<file path="src/rtl/torv_mem_pkg.sv">
// Shared types and defaults for the torv32 unified-memory arbiter.
// Owner tags route one-cycle-late RAM read data back to the port that issued the read.
package torv_mem_pkg;

  localparam int ADDR_W_DEFAULT     = 21;
  localparam int STARVE_MAX_DEFAULT = 4;
  localparam int STARVE_CNT_W       = 4;

  localparam logic [3:0] WMASK_NONE = 4'b0000;

  typedef enum logic [1:0] {
    OWN_NONE = 2'd0,
    OWN_I    = 2'd1,
    OWN_D    = 2'd2
  } owner_t;

  function automatic logic is_read(input logic [3:0] wmask);
    return wmask == WMASK_NONE;
  endfunction

endpackage

</file>
<file path="src/rtl/mem_arbiter_if.sv">
// Fetch port, data port and single-port RAM signals of the arbiter.
// slave is the arbiter side; master is the core plus RAM side.
interface mem_arbiter_if #(
  parameter int ADDR_W = torv_mem_pkg::ADDR_W_DEFAULT
);

  logic              i_req;
  logic [31:0]       i_addr;
  logic              i_gnt;
  logic              i_valid;
  logic [31:0]       i_rdata;

  logic              d_req;
  logic [31:0]       d_addr;
  logic [3:0]        d_wmask;
  logic [31:0]       d_wdata;
  logic              d_gnt;
  logic              d_valid;
  logic [31:0]       d_rdata;

  logic              ram_en;
  logic [ADDR_W-1:0] ram_addr;
  logic [3:0]        ram_wmask;
  logic [31:0]       ram_wdata;
  logic [31:0]       ram_rdata;

  modport slave (
    input  i_req, i_addr,
    output i_gnt, i_valid, i_rdata,
    input  d_req, d_addr, d_wmask, d_wdata,
    output d_gnt, d_valid, d_rdata,
    output ram_en, ram_addr, ram_wmask, ram_wdata,
    input  ram_rdata
  );

  modport master (
    output i_req, i_addr,
    input  i_gnt, i_valid, i_rdata,
    output d_req, d_addr, d_wmask, d_wdata,
    input  d_gnt, d_valid, d_rdata,
    input  ram_en, ram_addr, ram_wmask, ram_wdata,
    output ram_rdata
  );

endinterface

</file>
<file path="src/rtl/arb_starve_cnt.sv">
// Counts consecutive cycles a request is denied; force is high once STARVE_MAX denials pile up.
// Zero-latency output from the registered count; clears on grant or on request withdrawal.
module arb_starve_cnt
  import torv_mem_pkg::*;
#(
  parameter int STARVE_MAX = STARVE_MAX_DEFAULT
) (
  input  logic clk,
  input  logic resetn,
  input  logic req,
  input  logic gnt,
  output logic force_gnt
);

  localparam logic [STARVE_CNT_W-1:0] CNT_MAX = STARVE_CNT_W'(STARVE_MAX);

  if (STARVE_MAX < 1 || STARVE_MAX > 15) begin : g_bad_starve_max
    $error("arb_starve_cnt: STARVE_MAX must be in 1..15");
  end

  logic [STARVE_CNT_W-1:0] cnt_q;
  logic [STARVE_CNT_W-1:0] cnt_d;

  always_comb begin
    cnt_d = cnt_q;
    if (!req || gnt) begin
      cnt_d = '0;
    end else if (cnt_q != CNT_MAX) begin
      cnt_d = cnt_q + 1'b1;
    end
  end

  always_ff @(posedge clk or negedge resetn) begin
    if (!resetn) begin
      cnt_q <= '0;
    end else begin
      cnt_q <= cnt_d;
    end
  end

  assign force_gnt = (cnt_q == CNT_MAX);

endmodule

</file>
<file path="src/rtl/mem_arbiter.sv">
// Shares one synchronous single-port RAM between fetch and data ports; data wins unless fetch is starved.
// Grants are combinational, read data returns one cycle later; a denied requester must hold and retry.
module mem_arbiter
  import torv_mem_pkg::*;
#(
  parameter int ADDR_W     = ADDR_W_DEFAULT,
  parameter int STARVE_MAX = STARVE_MAX_DEFAULT
) (
  input logic          clk,
  input logic          resetn,
  mem_arbiter_if.slave bus
);

  logic        i_gnt;
  logic        d_gnt;
  logic        fetch_forced;
  owner_t      owner_q;
  owner_t      owner_d;
  logic [31:0] i_hold;
  logic [31:0] d_hold;
  logic        i_valid;
  logic        d_valid;

  // Only the word-index bits of each address reach the RAM.
  logic        unused_addr_bits;
  assign unused_addr_bits = ^{bus.i_addr, bus.d_addr};

  arb_starve_cnt #(
    .STARVE_MAX(STARVE_MAX)
  ) u_starve (
    .clk       (clk),
    .resetn    (resetn),
    .req       (bus.i_req),
    .gnt       (i_gnt),
    .force_gnt (fetch_forced)
  );

  assign d_gnt = bus.d_req & ~(bus.i_req & fetch_forced);
  assign i_gnt = bus.i_req & ~d_gnt;

  assign bus.i_gnt     = i_gnt;
  assign bus.d_gnt     = d_gnt;
  assign bus.ram_en    = i_gnt | d_gnt;
  assign bus.ram_addr  = d_gnt ? bus.d_addr[ADDR_W+1:2] : bus.i_addr[ADDR_W+1:2];
  assign bus.ram_wmask = d_gnt ? bus.d_wmask : WMASK_NONE;
  assign bus.ram_wdata = bus.d_wdata;

  // Writes return nothing, so they leave no owner behind.
  always_comb begin
    owner_d = OWN_NONE;
    if (i_gnt) begin
      owner_d = OWN_I;
    end else if (d_gnt && is_read(bus.d_wmask)) begin
      owner_d = OWN_D;
    end
  end

  always_ff @(posedge clk or negedge resetn) begin
    if (!resetn) begin
      owner_q <= OWN_NONE;
    end else begin
      owner_q <= owner_d;
    end
  end

  assign i_valid = (owner_q == OWN_I);
  assign d_valid = (owner_q == OWN_D);

  // The core samples fetch data while stalled, so each port's last word must stay put.
  always_ff @(posedge clk or negedge resetn) begin
    if (!resetn) begin
      i_hold <= '0;
      d_hold <= '0;
    end else begin
      if (i_valid) begin
        i_hold <= bus.ram_rdata;
      end
      if (d_valid) begin
        d_hold <= bus.ram_rdata;
      end
    end
  end

  assign bus.i_valid = i_valid;
  assign bus.d_valid = d_valid;
  assign bus.i_rdata = i_valid ? bus.ram_rdata : i_hold;
  assign bus.d_rdata = d_valid ? bus.ram_rdata : d_hold;

  a_single_grant : assert property (@(posedge clk) disable iff (!resetn)
    !(i_gnt && d_gnt));

  a_fetch_never_writes : assert property (@(posedge clk) disable iff (!resetn)
    i_gnt |-> (bus.ram_wmask == WMASK_NONE));

  a_single_valid : assert property (@(posedge clk) disable iff (!resetn)
    !(i_valid && d_valid));

endmodule

</file>
<file path="src/flat_wrapper.sv">
// flat-port wrapper written by rule: the top's interface ports become plain ports
module mem_arbiter_flat import torv_mem_pkg::*;
#(
  parameter int ADDR_W     = ADDR_W_DEFAULT,
  parameter int STARVE_MAX = STARVE_MAX_DEFAULT
)
  (clk, resetn, bus_i_req, bus_i_addr, bus_i_gnt, bus_i_valid, bus_i_rdata, bus_d_req, bus_d_addr, bus_d_wmask, bus_d_wdata, bus_d_gnt, bus_d_valid, bus_d_rdata, bus_ram_en, bus_ram_addr, bus_ram_wmask, bus_ram_wdata, bus_ram_rdata);
  mem_arbiter_if #(.ADDR_W(ADDR_W)) bus_i ();
  input logic clk;
  input logic resetn;
  input wire logic [$bits(bus_i.i_req)-1:0] bus_i_req;
  input wire logic [$bits(bus_i.i_addr)-1:0] bus_i_addr;
  output wire logic [$bits(bus_i.i_gnt)-1:0] bus_i_gnt;
  output wire logic [$bits(bus_i.i_valid)-1:0] bus_i_valid;
  output wire logic [$bits(bus_i.i_rdata)-1:0] bus_i_rdata;
  input wire logic [$bits(bus_i.d_req)-1:0] bus_d_req;
  input wire logic [$bits(bus_i.d_addr)-1:0] bus_d_addr;
  input wire logic [$bits(bus_i.d_wmask)-1:0] bus_d_wmask;
  input wire logic [$bits(bus_i.d_wdata)-1:0] bus_d_wdata;
  output wire logic [$bits(bus_i.d_gnt)-1:0] bus_d_gnt;
  output wire logic [$bits(bus_i.d_valid)-1:0] bus_d_valid;
  output wire logic [$bits(bus_i.d_rdata)-1:0] bus_d_rdata;
  output wire logic [$bits(bus_i.ram_en)-1:0] bus_ram_en;
  output wire logic [$bits(bus_i.ram_addr)-1:0] bus_ram_addr;
  output wire logic [$bits(bus_i.ram_wmask)-1:0] bus_ram_wmask;
  output wire logic [$bits(bus_i.ram_wdata)-1:0] bus_ram_wdata;
  input wire logic [$bits(bus_i.ram_rdata)-1:0] bus_ram_rdata;
  assign bus_i.i_req = bus_i_req;
  assign bus_i.i_addr = bus_i_addr;
  assign bus_i_gnt = bus_i.i_gnt;
  assign bus_i_valid = bus_i.i_valid;
  assign bus_i_rdata = bus_i.i_rdata;
  assign bus_i.d_req = bus_d_req;
  assign bus_i.d_addr = bus_d_addr;
  assign bus_i.d_wmask = bus_d_wmask;
  assign bus_i.d_wdata = bus_d_wdata;
  assign bus_d_gnt = bus_i.d_gnt;
  assign bus_d_valid = bus_i.d_valid;
  assign bus_d_rdata = bus_i.d_rdata;
  assign bus_ram_en = bus_i.ram_en;
  assign bus_ram_addr = bus_i.ram_addr;
  assign bus_ram_wmask = bus_i.ram_wmask;
  assign bus_ram_wdata = bus_i.ram_wdata;
  assign bus_i.ram_rdata = bus_ram_rdata;
  mem_arbiter #(.ADDR_W(ADDR_W), .STARVE_MAX(STARVE_MAX)) u_core (.clk(clk), .resetn(resetn), .bus(bus_i));
endmodule
</file>
<file path="config.mk">
export PLATFORM = sky130hd
export DESIGN_NAME = mem_arbiter_flat
export DESIGN_NICKNAME = d
export VERILOG_FILES = /design/src/rtl/torv_mem_pkg.sv /design/src/rtl/mem_arbiter_if.sv /design/src/rtl/arb_starve_cnt.sv /design/src/rtl/mem_arbiter.sv /design/src/flat_wrapper.sv
export SDC_FILE = /design/constraint.sdc
export NUM_CORES = 1
export LEC_CHECK = 0
export BUFFER_PORTS_ARGS = -buffer_cell sky130_fd_sc_hd__buf_2
export CAP_MARGIN = 20
export CORE_ASPECT_RATIO = 1.2
export CORE_MARGIN = 3
export CORE_UTILIZATION = 36
export DETAILED_ROUTE_END_ITERATION = 16
export MAX_ROUTING_LAYER = met4
export PLACE_DENSITY = 0.84
export SETUP_SLACK_MARGIN = 0.1
export SYNTH_ARGS = -nofsm -noshare
export SYNTH_HDL_FRONTEND = slang
export SYNTH_SLANG_ARGS = --single-unit
</file>
<file path="constraint.sdc">
create_clock -name clk -period 1.7 [get_ports clk]
set_clock_uncertainty 0.05 [all_clocks]
set_input_delay 0.34 -clock clk [delete_from_list [all_inputs] [get_ports clk]]
set_output_delay 0.34 -clock clk [all_outputs]
set_load 0.03 [all_outputs]
</file>
---- After elaboration in Yosys (flattened, before gate mapping) ----
Index checks and enable logic that the tools add are counted.
word-level totals
  word-level logic and storage cells ...... 28
  register bits ........................... 70
operators by class
  mux-type cells .......................... 8
  equal/unequal tests ..................... 4
  $add $sub $neg .......................... 1
  reductions and logical operators ........ 5
  bitwise logic cells ..................... 6
operator list
  kind                 number
  $mux 32              2
  $mux 21              1
  $mux 4               3
  $add 4x1->4 const B  1
  $eq 4x3->1 const B   1
  $logic_not 4->1      1
  $mux 2               2
  $ne 4x3->1 const B   1
  $and 1x1->1          3
  $eq 2x1->1 const B   1
  $eq 2x2->1 const B   1
  $not 1->1            2
  $reduce_bool 2->1    1
  $logic_and 1x1->1    1
  $logic_not 1->1      1
  $logic_or 1x1->1     1
  $or 1x1->1           1

---- Depth between registers and ports, before layout ----
Gate-level depths: netlist of the first run.
  depth in word-level cells ............... 8
  depth in mapped cells ................... 6
  mapped depth without buffers ............ 6

---- Hierarchy ----
From an unflattened synthesis of the first run, not the netlist that was laid out.
unflattened totals
  cell total of the unflattened synthesis .. 226
  area, all modules ....................... 3530.9 um2
by module, submodules not included
  module          times used  cells each  area each (um2)
  mem_arbiter     1           206         3313.2
  arb_starve_cnt  1           20          217.7

---- Worst setup path before layout of the first run ----
No wires, ideal clock.
  path kind ............................... reg-to-output
  start ................................... register u_core.u_starve.cnt_q[0]
  end ..................................... output bus_ram_addr[10]
  data arrival time ....................... 1381 ps
  path buffers ............................ 1
  stages on the path, launching flop included .. 7
  path slack .............................. -71 ps
  cells stage by stage .................... dfrtp_1 -> inv_1 -> ha_1 -> nand4b_4 -> nand2_4 -> buf_12 -> mux2_4
between the ends
  word-level cells in the longest chain between the ends .. 5
ends and longest elaborated chain
  item                      RTL line              source
  start: declaration        arb_starve_cnt.sv:21  logic [STARVE_CNT_W-1:0] cnt_q;
  start signal: assignment  arb_starve_cnt.sv:37  cnt_q <= cnt_d;
  $eq 4x3->1                arb_starve_cnt.sv:41  assign force_gnt = (cnt_q == CNT_MAX);
  $and 1x1->1               mem_arbiter.sv:38     assign d_gnt = bus.d_req & ~(bus.i_req & fetch_forced);
  $not 1->1                 mem_arbiter.sv:38
  $and 1x1->1               mem_arbiter.sv:38
  $mux 21                   mem_arbiter.sv:44     assign bus.ram_addr = d_gnt ? bus.d_addr[ADDR_W+1:2] : bus.i_addr[ADDR_W+1:2];
  end: declaration          flat_wrapper.sv:24    output wire logic [$bits(bus_i.ram_addr)-1:0] bus_ram_addr;
No other way between the ends.

---- Worst setup path in the final report of the first run ----
Same ends and word-level chain as after synthesis.

==> flow_summary.json, run 1 <==
{
  "hp-class": "input port to register",
  "dp.cells": 487,
  "critPathCaptureType": "output port",
  "preCtsSetupSlack_ns": -0.2334,
  "clk_pin_slew_ns": 0.08,
  "ys_seq_area_frac": 0.5261,
  "cp_max_fo": 5,
  "hold_viol": 0,
  "die_x_um": 93.79,
  "busiest_layer": "met2",
  "failed_checks": "setup timing",
  "max_freq_mhz": 442.8,
  "cts_tree": "done",
  "worst_pin_slew_ns": 0.3745,
  "required_ns": 1.31,
  "drtIter0Drc": 83,
  "cpPeakStageDelay_ns": 0.40,
  "use_met2": 0.3955,
  "maxCapViolCount": 0,
  "status": "finished with violations",
  "drc": 0,
  "rsz0062_at_grt": "true",
  "final_util": 0.6781,
  "instances_no_fill": 560,
  "vias_per_cell": 4.711,
  "cts_buffers": 9,
  "dp_hpwl_um": 6674,
  "wl_um": 11350,
  "via_count": 2638,
  "ant_nets": 0,
  "cts_buffer_depth": 2,
  "yosysWarnings": 0,
  "grt_max_degree": 71,
  "syn_inst": 222,
  "finalCritPeriodShare": 1.328,
  "setup_slack_ns": -0.5581,
  "met3_usage": 0.07230,
  "fin_nets": 576,
  "drv_slew": 0,
  "grt_pass1_wl_um": 17020,
  "start_kind": "register",
  "coreArea_um2": 8796,
  "clock_sinks": 70,
  "clkLatencyLatePin_ns": 0.34,
  "cp_num_buf_inv": 3,
  "netlist-cell-type-count": 21,
  "antenna_found_initial": 0,
  "globalRouteMet1Util": 0.2143,
  "gp_congestion": 0.7198,
  "initial_core_util": 0.3785,
  "syn_area_um2": 3329,
  "synth.avg_cell_area_um2": 15.00,
  "layout-drive-gt1-share": 0.8239,
  "port_buffers": 175,
  "max_slew_margin": 0.7503,
  "fin_crit_ns": 2.258,
  "ir_worst_vdd_mv": 0.7187,
  "grt_pass1_vias": 3079,
  "syn_to_final_growth_pct": 79.14,
  "finalSetupViolations": 93,
  "syn-num-nets": 360,
  "cp_cell_sequence": "inv_2, ha_4, nand4b_4, nand2_8, clkbuf_16, mux2_4, buf_6",
  "worstSetupPathType": "register to output port",
  "track_usage": 0.2204,
  "row_count": 37,
  "crit_slowest_cell": "dfrtp_1",
  "synth-seq-cells": 70,
  "cp_top_family": "flip-flops",
  "diodes": 0,
  "powerDensity_nw_per_um2": 1107,
  "overflow": 0,
  "total_leakage_power_nw": 3.139,
  "worstPathArrival_ns": 1.87,
  "htreeDepth": 3,
  "cts-root-buf": "clkbuf_8",
  "fp.dieH_um": 111.3,
  "dieArea_um2": 10440,
  "io_pins": 262,
  "wl_per_cell_um": 20.26,
  "first_pass_iters": 4
}
## final timing paths
path,end,depth (start not counted),from,slack [ns]
worst max-delay path,bus_ram_addr[10],7,u_core.u_starve.cnt_q[0],-0.56
worst min-delay path,u_core.owner_q[1],3,bus_d_wmask[3],0.19
worst max register to register,u_core.d_hold[11],7,u_core.owner_q[1],0.05
worst min register to register,u_core.d_hold[9],1,u_core.d_hold[9],0.46
max in group asynchronous,u_core.i_hold[9],3,resetn,0.78
min in group asynchronous,u_core.i_hold[26],3,resetn,0.50
## through the flow
step	setup TNS (ns)	cell area [µm²]	power (mW)	hold WS, ns
3_5_place_dp	-4.688	4242	3.911	0.3453
4_1_cts	-41.32	5761	6.460	0.1571
3_3_place_gp	-3.846	4242	3.844	0.3366
6_report	-38.76	5964	6.600	0.1893
2_1_floorplan	-0.9193	3367	3.468	-0.005591
5_1_grt	-45.80	5964	6.882	0.1687
## power by group
part           internal (mW)  total (mW)  switching (mW)
Sequential              1.97        2.08           0.111
Clock                   1.02        1.68           0.657
Combinational           1.47        2.84            1.37
Total                   4.46        6.60            2.14
## Yosys cell counts
library cell  instances  share of area
dfrtp_1              70           0.53
buf_6                 6          0.020
buf_2                 2         0.0030
or4_1                 1         0.0023
and2_2                1         0.0023
nor2b_1               1         0.0019
buf_12                2          0.012
xnor2_1               1         0.0026
nor2_1                1         0.0011
inv_1                 4         0.0045
or2_2                 1         0.0019
buf_4                32          0.072
nand3_1               1         0.0015
mux2_4               18          0.081
ha_1                  2         0.0075
nand2b_1              1         0.0019
xor2_1                1         0.0026
nand4b_4              1         0.0071
mux2_2               67           0.23
nand2_4               1         0.0034
and3_2                8          0.018
## worst register-to-register path, cell delays in order, from the launching register on
cell	delay [ns]
dfrtp_1	0.42
buf_6	0.14
nand2b_4	0.12
buf_6	0.12
buf_12	0.13
mux2_4	0.32
buf_4	0.13
buf_4	0.12
## cell families (layout without fill, tap and decap cells)
logic type,after synthesis,in the layout,synth area share
multiplexers,85,85,0.3078
flip-flops,70,70,0.5261
buffers and inverters,46,267,0.1120
AND/OR/NAND/NOR,17,17,0.04134
adder cells (fa/ha/maj),2,2,0.007515
XOR/XNOR,2,2,0.005262
## cell type report
type | count | area [µm²]
multi-input combinational | 106 | 1498
clock buffer | 10 | 137.6
fill | 602 | 2831
clock inverter | 6 | 115.1
timing repair buffer | 247 | 2301
tap | 117 | 146.4
sequential | 70 | 1752
inverter | 4 | 15.01
## sequential cells by signal, summed over array words and instances, names as in the netlist
| name | count |
|---|---|
| u_core.i_hold | 32 |
| u_core.owner_q | 2 |
| u_core.u_starve.cnt_q | 4 |
| u_core.d_hold | 32 |
## per-layer routing
metal | up-vias | part of all wire
met1 | 1305 | 0.32
met2 | 142 | 0.57
met4 | 0 | 0.025
met3 | 24 | 0.076
met5 | - | 0
li1 | 1167 | -
## placed cells by master (no fill, tap or decap), types with 2 or more instances in the layout
master / count
dfrtp_1: 70
mux2_4: 85
buf_6: 107
clkbuf_8: 10
buf_4: 40
buf_2: 82
clkbuf_16: 2
inv_2: 3
inv_6: 2
and3_2: 7
bufinv_16: 3
buf_16: 4
buf_12: 10
## repair_timing
action                                 in CTS  in global routing
hold buffers                                1                  0
buffers inserted                           28                 22
resized for setup                         257                 17
setup endpoints to repair                  97                 97
gates cloned                                7                  2
pin swaps                                   0                  3
endpoints found under the hold margin      70                  0
Note: power is estimated with default switching activity, not from simulation.
==> run 2: changes to the inputs <==
REMOVE_ABC_BUFFERS = 1   (was unset)
==> run 2 against run 1 <==
- the flow still finishes with violations (setup timing)
- sequential share of layout area is essentially flat
- worst setup slack lost 0.028 ns
- first-iteration DRC count fell by 19%
- final cell count fell by 0.89%
- maximum frequency shrank 1.2%
- sequential power hardly changed
- die area stayed put
- wire length rose by 13%
- register-to-register slack barely moved
- utilization hardly changed
- total power shrank 0.42%
- largest cell class unchanged
- largest power group unchanged
- highest routed layer unchanged
==> flow_summary.json, run 2 (same netlist as run 1, synthesis figures left out) <==
{
  "drtIter0Drc": 67,
  "cpPeakStageDelay_ns": 0.40,
  "dp_hpwl_um": 7770,
  "r2r-start": "u_core.u_starve.cnt_q[1]",
  "final_util": 0.6777,
  "first_pass_iters": 4,
  "max_slew_margin": 0.7493,
  "final_cell_mix": "buf_6 (103), mux2_4 (85), buf_2 (82)",
  "vias_per_cell": 4.841,
  "drv_slew": 0,
  "rsz0062_at_grt": "true",
  "tns_ns": -38.72,
  "final_common_cell": "buf_6",
  "wl_per_cell_um": 23.01,
  "grt_pass1_wl_um": 18460,
  "worst_pin_slew_ns": 0.3761,
  "max_freq_mhz": 437.3,
  "cp_max_fo": 5,
  "hp-start": "bus_d_wmask[1]",
  "cp_cell_sequence": "inv_2, ha_4, nand4b_4, nand2_4, buf_12, clkbuf_16, mux2_4, buf_6",
  "dr_wl_met3_um": 1947,
  "status": "finished with violations",
  "diodes": 0,
  "reg2reg_depth": 9,
  "hp-class": "input port to register",
  "initial_core_util": 0.3785,
  "cts_buffer_depth": 2,
  "io_pins": 262,
  "fp.dieH_um": 111.3,
  "overflow": 0,
  "wl_um": 12770,
  "drc": 0,
  "fin_crit_ns": 2.287,
  "power_mw": 6.572,
  "clkLatencyLatePin_ns": 0.35,
  "cts_buffers": 9,
  "reg_top3": "u_core.d_hold (32), u_core.i_hold (32), u_core.u_starve.cnt_q (4)",
  "dp.cells": 484,
  "ant_nets": 0,
  "cts_tree": "done",
  "met2WireLength_um": 6413,
  "top_layer_used": "met4",
  "r2r_slack_ns": 0.06,
  "powerDensity_nw_per_um2": 1103,
  "m1WireLength_um": 4271,
  "hold_viol": 0,
  "critPathCaptureType": "output port",
  "total_leakage_power_nw": 3.118,
  "worstPathArrival_ns": 1.90,
  "setup_slack_ns": -0.5865,
  "required_ns": 1.31,
  "grt_pass1_vias": 3123,
  "grt_max_degree": 71,
  "clock_sinks": 70,
  "start_kind": "register",
  "track_usage": 0.2468,
  "worst_hold_path.endpoint": "u_core.owner_q[1]",
  "nFillCells": 582,
  "htreeDepth": 3,
  "worstSetupPathType": "register to output port",
  "via_count": 2687,
  "port_buffers": 175,
  "r2r-end": "u_core.u_starve.cnt_q[0]",
  "clk_pin_slew_ns": 0.08,
  "antenna_found_initial": 0,
  "dieArea_um2": 10440,
  "coreArea_um2": 8796,
  "die_x_um": 93.79,
  "row_count": 37,
  "whs_path_depth": 3,
  "syn_to_final_growth_pct": 79.03,
  "failed_checks": "setup timing",
  "cp_top_family": "buffers and inverters",
  "gp_congestion": 0.7741,
  "finalCritPeriodShare": 1.345,
  "instances_no_fill": 555,
  "crit_slowest_cell": "dfrtp_1",
  "fin_nets": 571,
  "cp_num_buf_inv": 4,
  "maxCapViolCount": 0,
  "finalSetupViolations": 93,
  "layout-drive-gt1-share": 0.8242,
  "ir_worst_vdd_mv": 0.5899,
  "cts-root-buf": "clkbuf_8"
}
==> run 2: cell types whose count changed in the layout (fill, tap and decap cells not counted), moves of 2 or more <==
cell and delta:
inv_6 -2, buf_16 +2, clkinv_4 +3, buf_8 +3, buf_6 -4, buf_4 -6
==> run 2: worst max path at each step <==
stage,start,cells after the start,slack [ns],end
6_report,u_core.u_starve.cnt_q[1],8,-0.59,bus_ram_addr[19]
5_1_grt,u_core.u_starve.cnt_q[0],8,-0.65,bus_ram_addr[18]
4_1_cts,u_core.u_starve.cnt_q[1],8,-0.58,bus_ram_addr[3]
3_5_place_dp,u_core.u_starve.cnt_q[0],7,-0.31,bus_ram_addr[3]
3_3_place_gp,u_core.u_starve.cnt_q[0],7,-0.26,bus_ram_addr[3]
2_1_floorplan,u_core.owner_q[1],2,-1.44,bus_i_rdata[0]
==> run 2: power by group <==
group | switching (mW) | internal (mW)
Sequential | 0.111 | 1.97
Clock | 0.682 | 0.979
Combinational | 1.37 | 1.46
==> run 2: through the flow <==
| stage | worst slack [ns] | hold slack (ns) | cell area [µm²] |
|---|---|---|---|
| detailed placement | -0.3061 | 0.3449 | 4182 |
| CTS | -0.5819 | 0.1729 | 5807 |
| finish | -0.5865 | 0.1832 | 5961 |
| global placement | -0.2625 | 0.3366 | 4182 |
| global route | -0.6505 | 0.1866 | 5961 |
| floorplan | -1.444 | -0.005591 | 2972 |
==> run 2: repair_timing <==
item,in CTS,in global routing
setup endpoints to repair,97,102
hold buffers,1,0
hold endpoints to repair,70,0
resized for setup,269,26
pin swaps,2,0
cloned,8,2
setup buffers,33,20
==> run 2: layer usage <==
metal	GRT usage	vias up
met5	-	-
met4	0.07611	0
met3	0.1554	12
met2	0.4008	212
met1	0.2414	1304
li1	-	1159
==> run 2: cell type report <==
class	count	area, µm²	area share
Clock buffer	9	123.9	0.02078
Clock inverter	7	122.6	0.02057
Inverter	4	20.02	0.003359
Multi-Input combinational cell	106	1484	0.2489
Sequential cell	70	1753	0.2941
Tap cell	117	146.4	0.02456
Timing Repair Buffer	242	2311	0.3877
==> run 2: worst min-delay path, cell delays in order <==
cell and delay (ns):
buf_2 0.08, or4_1 0.10, nor2_1 0.04
